==> src/rtl/eva_pkg.sv <==
// Shared EVA definitions: sequencer state encoding and default counter widths
// used by the update controller and the counter blocks it services.
package eva_pkg;
  localparam int EVA_K       = 3;
  localparam int EVA_CTR_LEN = 10;
  localparam int EVA_ACC_W   = 13;

  typedef enum logic [1:0] {
    ST_IDLE = 2'd0,
    ST_SNAP = 2'd1,
    ST_SCAN = 2'd2,
    ST_DONE = 2'd3
  } eva_state_e;
endpackage

==> src/rtl/eva_snap_buf.sv <==
// N-entry shadow store for the reused-hit, non-reused-hit and eviction counters.
// The whole store loads in one cycle; one entry at a time is read back by index.
module eva_snap_buf #(
  parameter int K       = 3,
  parameter int N       = 2**K,
  parameter int CTR_LEN = 10
) (
  input  logic                   clk,
  input  logic                   rst,
  input  logic                   load,
  input  logic [CTR_LEN*N-1:0]   hits_r_in,
  input  logic [CTR_LEN*N-1:0]   hits_nr_in,
  input  logic [CTR_LEN*N-1:0]   evicts_in,
  input  logic [K-1:0]           rd_idx,
  output logic [CTR_LEN-1:0]     rd_hits_r,
  output logic [CTR_LEN-1:0]     rd_hits_nr,
  output logic [CTR_LEN-1:0]     rd_evicts
);
  logic [CTR_LEN*N-1:0] hits_r_q, hits_r_d;
  logic [CTR_LEN*N-1:0] hits_nr_q, hits_nr_d;
  logic [CTR_LEN*N-1:0] evicts_q, evicts_d;

  always_comb begin
    hits_r_d  = load ? hits_r_in  : hits_r_q;
    hits_nr_d = load ? hits_nr_in : hits_nr_q;
    evicts_d  = load ? evicts_in  : evicts_q;
  end

  always_ff @(posedge clk or negedge rst) begin
    if (!rst) begin
      hits_r_q  <= '0;
      hits_nr_q <= '0;
      evicts_q  <= '0;
    end else begin
      hits_r_q  <= hits_r_d;
      hits_nr_q <= hits_nr_d;
      evicts_q  <= evicts_d;
    end
  end

  assign rd_hits_r  = hits_r_q[int'(rd_idx)*CTR_LEN +: CTR_LEN];
  assign rd_hits_nr = hits_nr_q[int'(rd_idx)*CTR_LEN +: CTR_LEN];
  assign rd_evicts  = evicts_q[int'(rd_idx)*CTR_LEN +: CTR_LEN];
endmodule

==> src/rtl/eva_update_ctrl.sv <==
// EVA epoch sequencer: counts accesses, snapshots the counter blocks once per
// epoch, clears them with update_EVA and streams the snapshot out bin by bin.
//   state | meaning
//   IDLE  | waiting for the access interval to elapse
//   SNAP  | shadows load, update_EVA pulses, index set to N-1
//   SCAN  | one bin record per handshake, oldest age first
//   DONE  | epoch finished; restart at once if another epoch is pending
module eva_update_ctrl
  import eva_pkg::*;
#(
  parameter int K       = EVA_K,
  parameter int N       = 2**K,
  parameter int CTR_LEN = EVA_CTR_LEN,
  parameter int ACC_W   = EVA_ACC_W
) (
  input  logic                 clk,
  input  logic                 rst,
  input  logic                 access_valid,
  input  logic [ACC_W-1:0]     interval,
  input  logic [CTR_LEN*N-1:0] hitCtr_R_1D,
  input  logic [CTR_LEN*N-1:0] hitCtr_NR_1D,
  input  logic [CTR_LEN*N-1:0] evictCtr_1D,
  output logic                 update_EVA,
  output logic                 bin_valid,
  input  logic                 bin_ready,
  output logic [K-1:0]         bin_age,
  output logic [CTR_LEN-1:0]   bin_hits_R,
  output logic [CTR_LEN-1:0]   bin_hits_NR,
  output logic [CTR_LEN-1:0]   bin_evicts,
  output logic                 bin_last,
  output logic                 busy,
  output logic                 overrun
);
  eva_state_e       state_q, state_d;
  logic [ACC_W-1:0] acc_cnt_q, acc_cnt_d;
  logic [K-1:0]     index_q, index_d;
  logic             pending_q, pending_d;
  logic             overrun_q, overrun_d;
  logic             update_eva_q, update_eva_d;
  logic             bin_valid_q, bin_valid_d;
  logic             busy_q, busy_d;
  logic             trigger;

  // Equality compare only: an interval lowered below acc_cnt waits for the wrap.
  assign trigger = access_valid && (interval != '0) &&
                   (acc_cnt_q == interval - ACC_W'(1));

  always_comb begin
    acc_cnt_d = acc_cnt_q;
    if (access_valid) acc_cnt_d = trigger ? '0 : acc_cnt_q + ACC_W'(1);

    state_d   = state_q;
    index_d   = index_q;
    pending_d = pending_q;
    overrun_d = overrun_q;

    if (trigger && state_q != ST_IDLE) begin
      if (pending_q) overrun_d = 1'b1;
      pending_d = 1'b1;
    end

    case (state_q)
      ST_IDLE: if (trigger) state_d = ST_SNAP;
      ST_SNAP: begin
        index_d = K'(N - 1);
        state_d = ST_SCAN;
      end
      ST_SCAN: begin
        if (bin_ready) begin
          if (index_q == '0) state_d = ST_DONE;
          else               index_d = index_q - K'(1);
        end
      end
      ST_DONE: begin
        if (pending_q || trigger) begin
          pending_d = 1'b0;
          state_d   = ST_SNAP;
        end else begin
          state_d   = ST_IDLE;
        end
      end
      default: state_d = ST_IDLE;
    endcase

    update_eva_d = (state_d == ST_SNAP);
    bin_valid_d  = (state_d == ST_SCAN);
    busy_d       = (state_d != ST_IDLE);
  end

  always_ff @(posedge clk or negedge rst) begin
    if (!rst) begin
      state_q      <= ST_IDLE;
      acc_cnt_q    <= '0;
      index_q      <= K'(N - 1);
      pending_q    <= 1'b0;
      overrun_q    <= 1'b0;
      update_eva_q <= 1'b0;
      bin_valid_q  <= 1'b0;
      busy_q       <= 1'b0;
    end else begin
      state_q      <= state_d;
      acc_cnt_q    <= acc_cnt_d;
      index_q      <= index_d;
      pending_q    <= pending_d;
      overrun_q    <= overrun_d;
      update_eva_q <= update_eva_d;
      bin_valid_q  <= bin_valid_d;
      busy_q       <= busy_d;
    end
  end

  // Shadows capture on the SNAP edge, the same edge the counter blocks clear.
  eva_snap_buf #(.K(K), .N(N), .CTR_LEN(CTR_LEN)) u_snap_buf (
    .clk        (clk),
    .rst        (rst),
    .load       (state_q == ST_SNAP),
    .hits_r_in  (hitCtr_R_1D),
    .hits_nr_in (hitCtr_NR_1D),
    .evicts_in  (evictCtr_1D),
    .rd_idx     (index_q),
    .rd_hits_r  (bin_hits_R),
    .rd_hits_nr (bin_hits_NR),
    .rd_evicts  (bin_evicts)
  );

  assign update_EVA = update_eva_q;
  assign bin_valid  = bin_valid_q;
  assign bin_age    = index_q;
  assign bin_last   = bin_valid_q && (index_q == '0);
  assign busy       = busy_q;
  assign overrun    = overrun_q;
endmodule

==> config.mk <==
export PLATFORM = sky130hd
export DESIGN_NAME = eva_update_ctrl
export DESIGN_NICKNAME = d
export VERILOG_FILES = /design/src/rtl/eva_pkg.sv /design/src/rtl/eva_snap_buf.sv /design/src/rtl/eva_update_ctrl.sv
export SDC_FILE = /design/constraint.sdc
export NUM_CORES = 1
export LEC_CHECK = 0
export CAP_MARGIN = 20
export CORE_ASPECT_RATIO = 2
export CORE_MARGIN = 2
export CORE_UTILIZATION = 50
export CTS_CLUSTER_DIAMETER = 120
export DETAILED_ROUTE_END_ITERATION = 8
export DONT_BUFFER_PORTS = 1
export PLACE_DENSITY = 0.76
export SLEW_MARGIN = 25
export SYNTH_ARGS = -nofsm -noshare
export SYNTH_HDL_FRONTEND = slang
export SYNTH_SLANG_ARGS = --single-unit
==> constraint.sdc <==
create_clock -name clk -period 3.8 [get_ports clk]
set_input_delay 0.76 -clock clk [delete_from_list [all_inputs] [get_ports clk]]
set_output_delay 0.76 -clock clk [all_outputs]
set_load 0.1 [all_outputs]
### Word-level counts from Yosys, hierarchy flattened

Cells that the tools add are included.
Widths: inputs -> output; s select.

| storage, ports and cells | value |
|---|---|
| output and inout bits | 38 |
| register bits | 263 |

| cells by class | value |
|---|---|
| multiplexer cells | 12 |
| shift-type cells | 3 |
| reductions and logical operators | 13 |
| equal/unequal tests | 8 |
| multipliers | 1 |
| $add $sub $neg | 3 |

Operators by type and width:

| operator | number |
|---|---|
| $shiftx 80x32->10 | 2 |
| $shiftx 80x8->10 | 1 |
| $add 13x1->13 const B | 1 |
| $eq 13x13->1 | 1 |
| $mux 13 | 1 |
| $reduce_bool 13->1 | 1 |
| $sub 13x1->13 const B | 1 |
| $pmux 2 s4 | 1 |
| $eq 2x2->1 const B | 3 |
| $mul 3x3->6 const B | 1 |
| $mux 2 | 3 |
| $mux 3 | 2 |
| $pmux 3 s2 | 1 |
| $reduce_bool 2->1 | 3 |
| $eq 2x1->1 const B | 2 |
| $logic_and 1x1->1 | 4 |
| $mux 1 | 4 |
| $ne 2x2->1 const B | 2 |
| $logic_not 3->1 | 1 |
| $reduce_and 3->1 | 1 |
| $sub 3x1->3 const B | 1 |
| $logic_not 2->1 | 1 |
| $reduce_and 2->1 | 1 |
| $logic_or 1x1->1 | 1 |

### Depth between registers and ports, before layout

| depth | value |
|---|---|
| depth in word-level cells | 7 |
| depth in mapped cells | 10 |
| gate-level depth less buffers | 9 |

### Modules after synthesis

From an unflattened synthesis, not the netlist that was laid out.

| unflattened totals | value |
|---|---|
| cell total of the unflattened synthesis | 787 |
| area, all modules | 12455.7 µm² |

By module, submodules not included:

| module | instances | area an instance (µm²) | seq. area each (µm²) | cells an instance |
|---|---|---|---|---|
| eva_snap_buf | 1 | 10870.4 | 6005.8 | 614 |
| eva_update_ctrl | 1 | 1585.3 | 579.3 | 173 |

### Least setup slack after synthesis

OpenSTA, ideal clock, no wires.

| timing path | value |
|---|---|
| path kind | register to output |
| start | reg index_q[0] (netlist: bin_age[0]) |
| end | out bin_evicts[0] |
| stages on the path, launching flop included | 5 |
| buffers on the path | 2 |
| arrival time | 2.711 ns |
| setup slack | 0.329 ns |
| data required time | 3.040 ns |
| cells stage by stage | dfstp_2 clkbuf_1 clkbuf_1 mux4_2 mux2_2 |

| on the way | value |
|---|---|
| longest elaborated chain between the ends | 2 |

RTL lines:

| item | RTL line | source |
|---|---|---|
| from (decl) | eva_update_ctrl.sv:36 | `logic [K-1:0] index_q, index_d;` |
| from (signal assigned) | eva_update_ctrl.sv:94 | `index_q <= K'(N - 1);` |
| from (signal assigned) | eva_update_ctrl.sv:103 | `index_q <= index_d;` |
| $mul 3x3->6 | eva_snap_buf.sv:43 | `assign rd_evicts = evicts_q[int'(rd_idx)*CTR_LEN +: CTR_LEN];` |
| $shiftx 80x8->10 | eva_snap_buf.sv:43 |  |
| to (decl) | eva_update_ctrl.sv:29 | `output logic [CTR_LEN-1:0] bin_evicts,` |

Every way passes these cells.

### Final worst setup path

| timing path | value |
|---|---|
| start | reg index_q[0] (netlist: bin_age[0]) |
| end | out bin_hits_NR[3] |

| on the way | value |
|---|---|
| longest elaborated chain between the ends | 2 |

RTL lines:

| item | RTL line | source |
|---|---|---|
| $mul 3x3->6 | eva_snap_buf.sv:42 | `assign rd_hits_nr = hits_nr_q[int'(rd_idx)*CTR_LEN +: CTR_LEN];` |
| $shiftx 80x32->10 | eva_snap_buf.sv:42 |  |
| to (decl) | eva_update_ctrl.sv:28 | `output logic [CTR_LEN-1:0] bin_hits_NR,` |

Every way passes these cells.

==> flow_metrics.env <==
export IMPL_cts_buffers=24
export IMPL_worst_ep_required_time_ps=3040
export IMPL_timing_worst_setup_path_type="register to output pin"
export IMPL_post_synth_most_frequent_cells="sky130_fd_sc_hd__mux2_2 (270), sky130_fd_sc_hd__dfrtp_1 (260), sky130_fd_sc_hd__mux4_2 (60), sky130_fd_sc_hd__clkbuf_1 (42), sky130_fd_sc_hd__nor2_1 (21)"
export IMPL_pre_cts_ws_ps=828.7
export IMPL_routed_via_density=6.022
export IMPL_worst_slew_pin_transition_ps=982.8
export IMPL_tritoncts_clock_tree="done"
export IMPL_critical_path_slowest_cell="sky130_fd_sc_hd__dfstp_4"
export IMPL_multiplexer_share_of_the_synthesized_area_pct=36.11
export IMPL_layoutNonFillerInstCount=1097
export IMPL_drive_gt1_share_pct=49.31
export IMPL_largest_net_degree_at_the_start_of_global_routing=264
export IMPL_max_stage_delay_ps=840
export IMPL_number_of_nets_in_the_layout=1045
export IMPL_filler_cell_count=1856
export IMPL_detail_route_antenna_nets=0
export IMPL_synth_compound_area_share_pct=2.027
export IMPL_synthXorXnorAreaFrac_pct=1.728
export IMPL_netlist_area_leader_share_pct=53.50
export IMPL_clock_latency_on_the_worst_skew_pair_ps=520
export IMPL_timing_critical_path_arrival_ps=2730
export IMPL_grt_remaining_overflow=0
export IMPL_via_count=6606
export IMPL_clock_network_power_share_pct=19.0
export IMPL_cts_root_buffer="sky130_fd_sc_hd__clkbuf_16"
export IMPL_yosys_register_bits=263
export IMPL_drt_wl_total_mm=27.55
export IMPL_report_final_slew_viol_count=0
export IMPL_netlist_cell_type_count=51
export IMPL_power_share_combinational_pct=45.2
export IMPL_postLayoutSetupSlackWorst_ps=314.1
export IMPL_hold_worst_slack_ps=-69.76
export IMPL_dp_cells=1040
export IMPL_critical_path_startpoint_type="register"
export IMPL_dp_hpwl_mm=19.82
export IMPL_power_share_sequential_pct=35.7
export IMPL_synthMostInstantiatedCell="sky130_fd_sc_hd__mux2_2"
export IMPL_post_cts_repair_setup_buffers=0
export IMPL_cts_root_to_sink_buffers=3
export IMPL_clock_skew_ps=13.63
export IMPL_cp_top_family="multiplexers"
export IMPL_switching_share_pct=42.12
export IMPL_r2r_end="busy"
export IMPL_syn_area_mm2=0.01216
export IMPL_io_pins=295
export IMPL_synth_largest_area_cell="sky130_fd_sc_hd__dfrtp_1"
export IMPL_post_route_period_util_pct=91.73
export IMPL_async_reset_ff_share_pct=100.0
export IMPL_post_synth_fa_ha_maj_area_fraction_pct=0.9259
export IMPL_wire_per_inst_um=25.11
export IMPL_layout_min_cycle_time_ps=3486
export IMPL_final_setup_viol_count=0
export IMPL_initialDrtViolationCount=320
export IMPL_main_combinational_cell_family_by_area_after_synthesis="multiplexers"
export IMPL_synth_cells=787
export IMPL_design_die_area_mm2=0.02566
export IMPL_timing_reg2reg_worst_path_depth=8
export IMPL_coreArea_mm2=0.02392
export IMPL_dr_pass1_iters=4
export IMPL_global_route_usage_total_pct=21.43
export IMPL_global_placer_s_final_weighted_congestion=0.8421
export IMPL_net_switching_power_mw=5.646
export IMPL_primary_ff_master_synth="sky130_fd_sc_hd__dfrtp_1"
export IMPL_synth_edf_count=0
export IMPL_synth_net_count=1053
export IMPL_hold_path_class="primary input to async pin"
export IMPL_outcome="complete, but fails checks"
export IMPL_critPathCaptureType="output pin"
export IMPL_cts_clk_slew_worst_paths_ps=70
export IMPL_power_density_cell_area_mw_per_mm2=1001
export IMPL_crit_chain="buf_4 -> mux4_2 -> mux2_2"
export IMPL_synth_simple_area_share_pct=3.066
export IMPL_ys_warnings_count=0
export IMPL_cp_buffers_inverters=1
export IMPL_syn_avg_cell_area_um2=15.45
export IMPL_max_clock_freq_ghz=0.2869
export IMPL_critical_path_reg2reg_startpoint="bin_age[1]"
export IMPL_rrSetupSlack_ps=1520
export IMPL_cp_max_fo=19
export IMPL_intPower_mw=7.758
export IMPL_number_of_antenna_violations_at_the_first_check_in_global_routing=16
export IMPL_synth_top_cells_by_area="sky130_fd_sc_hd__dfrtp_1 (53%), sky130_fd_sc_hd__mux2_2 (25%), sky130_fd_sc_hd__mux4_2 (11%), sky130_fd_sc_hd__clkbuf_1 (1.3%), sky130_fd_sc_hd__xor2_1 (1.0%)"
export IMPL_area_growth_synth_to_final_pct=10.07
export IMPL_unrepaired_setup_endpoints_after_global_routing="no"
export IMPL_irDropWorstVdd_mv=0.5904
export IMPL_synth_yosys_seq_area_share_pct=54.15
export IMPL_route_detailed_drc=0
export IMPL_global_route_wire_length_before_repair_mm=41.61
export IMPL_die_w_um=114.3
export IMPL_drv_cap=0
export IMPL_setup_total_negative_slack_ps=0
export IMPL_clock_tree_htree_level_count=1
export IMPL_post_cts_sizing=0
export IMPL_first_global_vias=7399
export IMPL_worst_slew_margin_relative_to_its_limit_pct=34.94
export IMPL_chipHeight_um=224.6
export IMPL_final_hold_viol_count=33
export IMPL_power_leakage_nw=5.866
export IMPL_start_util_pct=50.84
export IMPL_cts_num_sinks=263
export IMPL_timing_critical_path_depth=3
export IMPL_number_of_buffer_cells_added_on_primary_ports=0
export IMPL_placementRows=80
export IMPL_failed_checks="negative hold slack"
-- routing by layer --
layer	vias to the layer above	part of all wire [%]	wire (um)	global-route usage, %
met3	50	7.2	1978	6.063
li1	2908	-	-	-
met4	0	3.3	907	10.42
met2	220	57	15590	39.42
met5	-	0	0	0
met1	3428	33	9077	21.77
-- placed cells by master, fill, tap and decap left out, types with 3 or more instances in the layout --
master	instances
sky130_fd_sc_hd__xnor2_1	10
sky130_fd_sc_hd__nor4_1	3
sky130_fd_sc_hd__diode_2	15
sky130_fd_sc_hd__mux4_2	60
sky130_fd_sc_hd__nor2_1	21
sky130_fd_sc_hd__a21oi_1	7
sky130_fd_sc_hd__ha_1	8
sky130_fd_sc_hd__clkbuf_1	5
sky130_fd_sc_hd__nand2b_1	3
sky130_fd_sc_hd__mux2_2	270
sky130_fd_sc_hd__dfrtp_1	260
sky130_fd_sc_hd__buf_4	10
sky130_fd_sc_hd__inv_1	12
sky130_fd_sc_hd__clkbuf_16	25
sky130_fd_sc_hd__nand3_1	7
sky130_fd_sc_hd__bufinv_16	4
sky130_fd_sc_hd__xor2_1	14
sky130_fd_sc_hd__nand2_1	8
sky130_fd_sc_hd__clkbuf_8	3
sky130_fd_sc_hd__o21ai_0	5
sky130_fd_sc_hd__and3_1	5
sky130_fd_sc_hd__clkinv_2	5
sky130_fd_sc_hd__buf_12	5
sky130_fd_sc_hd__nand4_1	5
-- power groups by stage --
stage	combinational [mW]	sequential [mW]	clock [mW]
finish	6.06	4.79	2.55
global placement	5.99	4.78	0
global route	6.33	4.94	2.74
floorplan	5.45	4.56	0
detailed placement	6.11	4.84	0
CTS	6.12	4.79	2.61
-- kinds of logic after synthesis --
logic type | after synthesis
AO/OA/AOI/OAI | 32
AND/OR/NAND/NOR | 68
flip-flops | 263
adder cells (fa/ha/maj) | 9
buffers and inverters | 61
XOR/XNOR | 24
multiplexers | 330
-- metrics by stage --
stage	power [mW]	cell area (um2)	util [%]	hold WS, ps
after global placement	10.77	12520	52.33	469.2
after global routing	14.01	13380	55.94	-92.91
after floorplan	10.01	12160	-	464.4
final	13.40	13390	55.96	-69.76
after CTS	13.53	13350	55.80	-95.82
after detailed placement	10.95	12520	52.33	469.9
-- cell type report --
class                           instances  area [um2]  share of cell area, %
Antenna cell                           15       37.54                 0.2804
Clock buffer                           33       685.7                  5.122
Clock inverter                          9       145.1                  1.084
Inverter                               12       45.04                 0.3365
Multi-Input combinational cell        463        5346                  39.94
Sequential cell                       263        6593                  49.25
Tap cell                              287       359.1                  2.682
Timing Repair Buffer                   15       175.2                  1.309
-- how the worst max path moves through the flow --
stage / start / to / slack, ps
2_1_floorplan: bin_age[0] / bin_evicts[0] / 330
3_3_place_gp: bin_age[0] / bin_hits_R[0] / 840
3_5_place_dp: bin_age[0] / bin_hits_R[0] / 830
4_1_cts: bin_age[0] / bin_hits_NR[3] / 260
5_1_grt: bin_age[0] / bin_hits_R[8] / 210
6_report: bin_age[0] / bin_hits_NR[3] / 310
-- state kept, by name, indices dropped and copies added (netlist names) --
name and count:
overrun 1, pending_q 1, update_EVA 1, u_snap_buf.hits_r_q 80
busy 1, bin_valid 1, u_snap_buf.hits_nr_q 80, acc_cnt_q 13
bin_age 3, state_q 2, u_snap_buf.evicts_q 80
No activity file was read; power rests on OpenSTA's default activity.
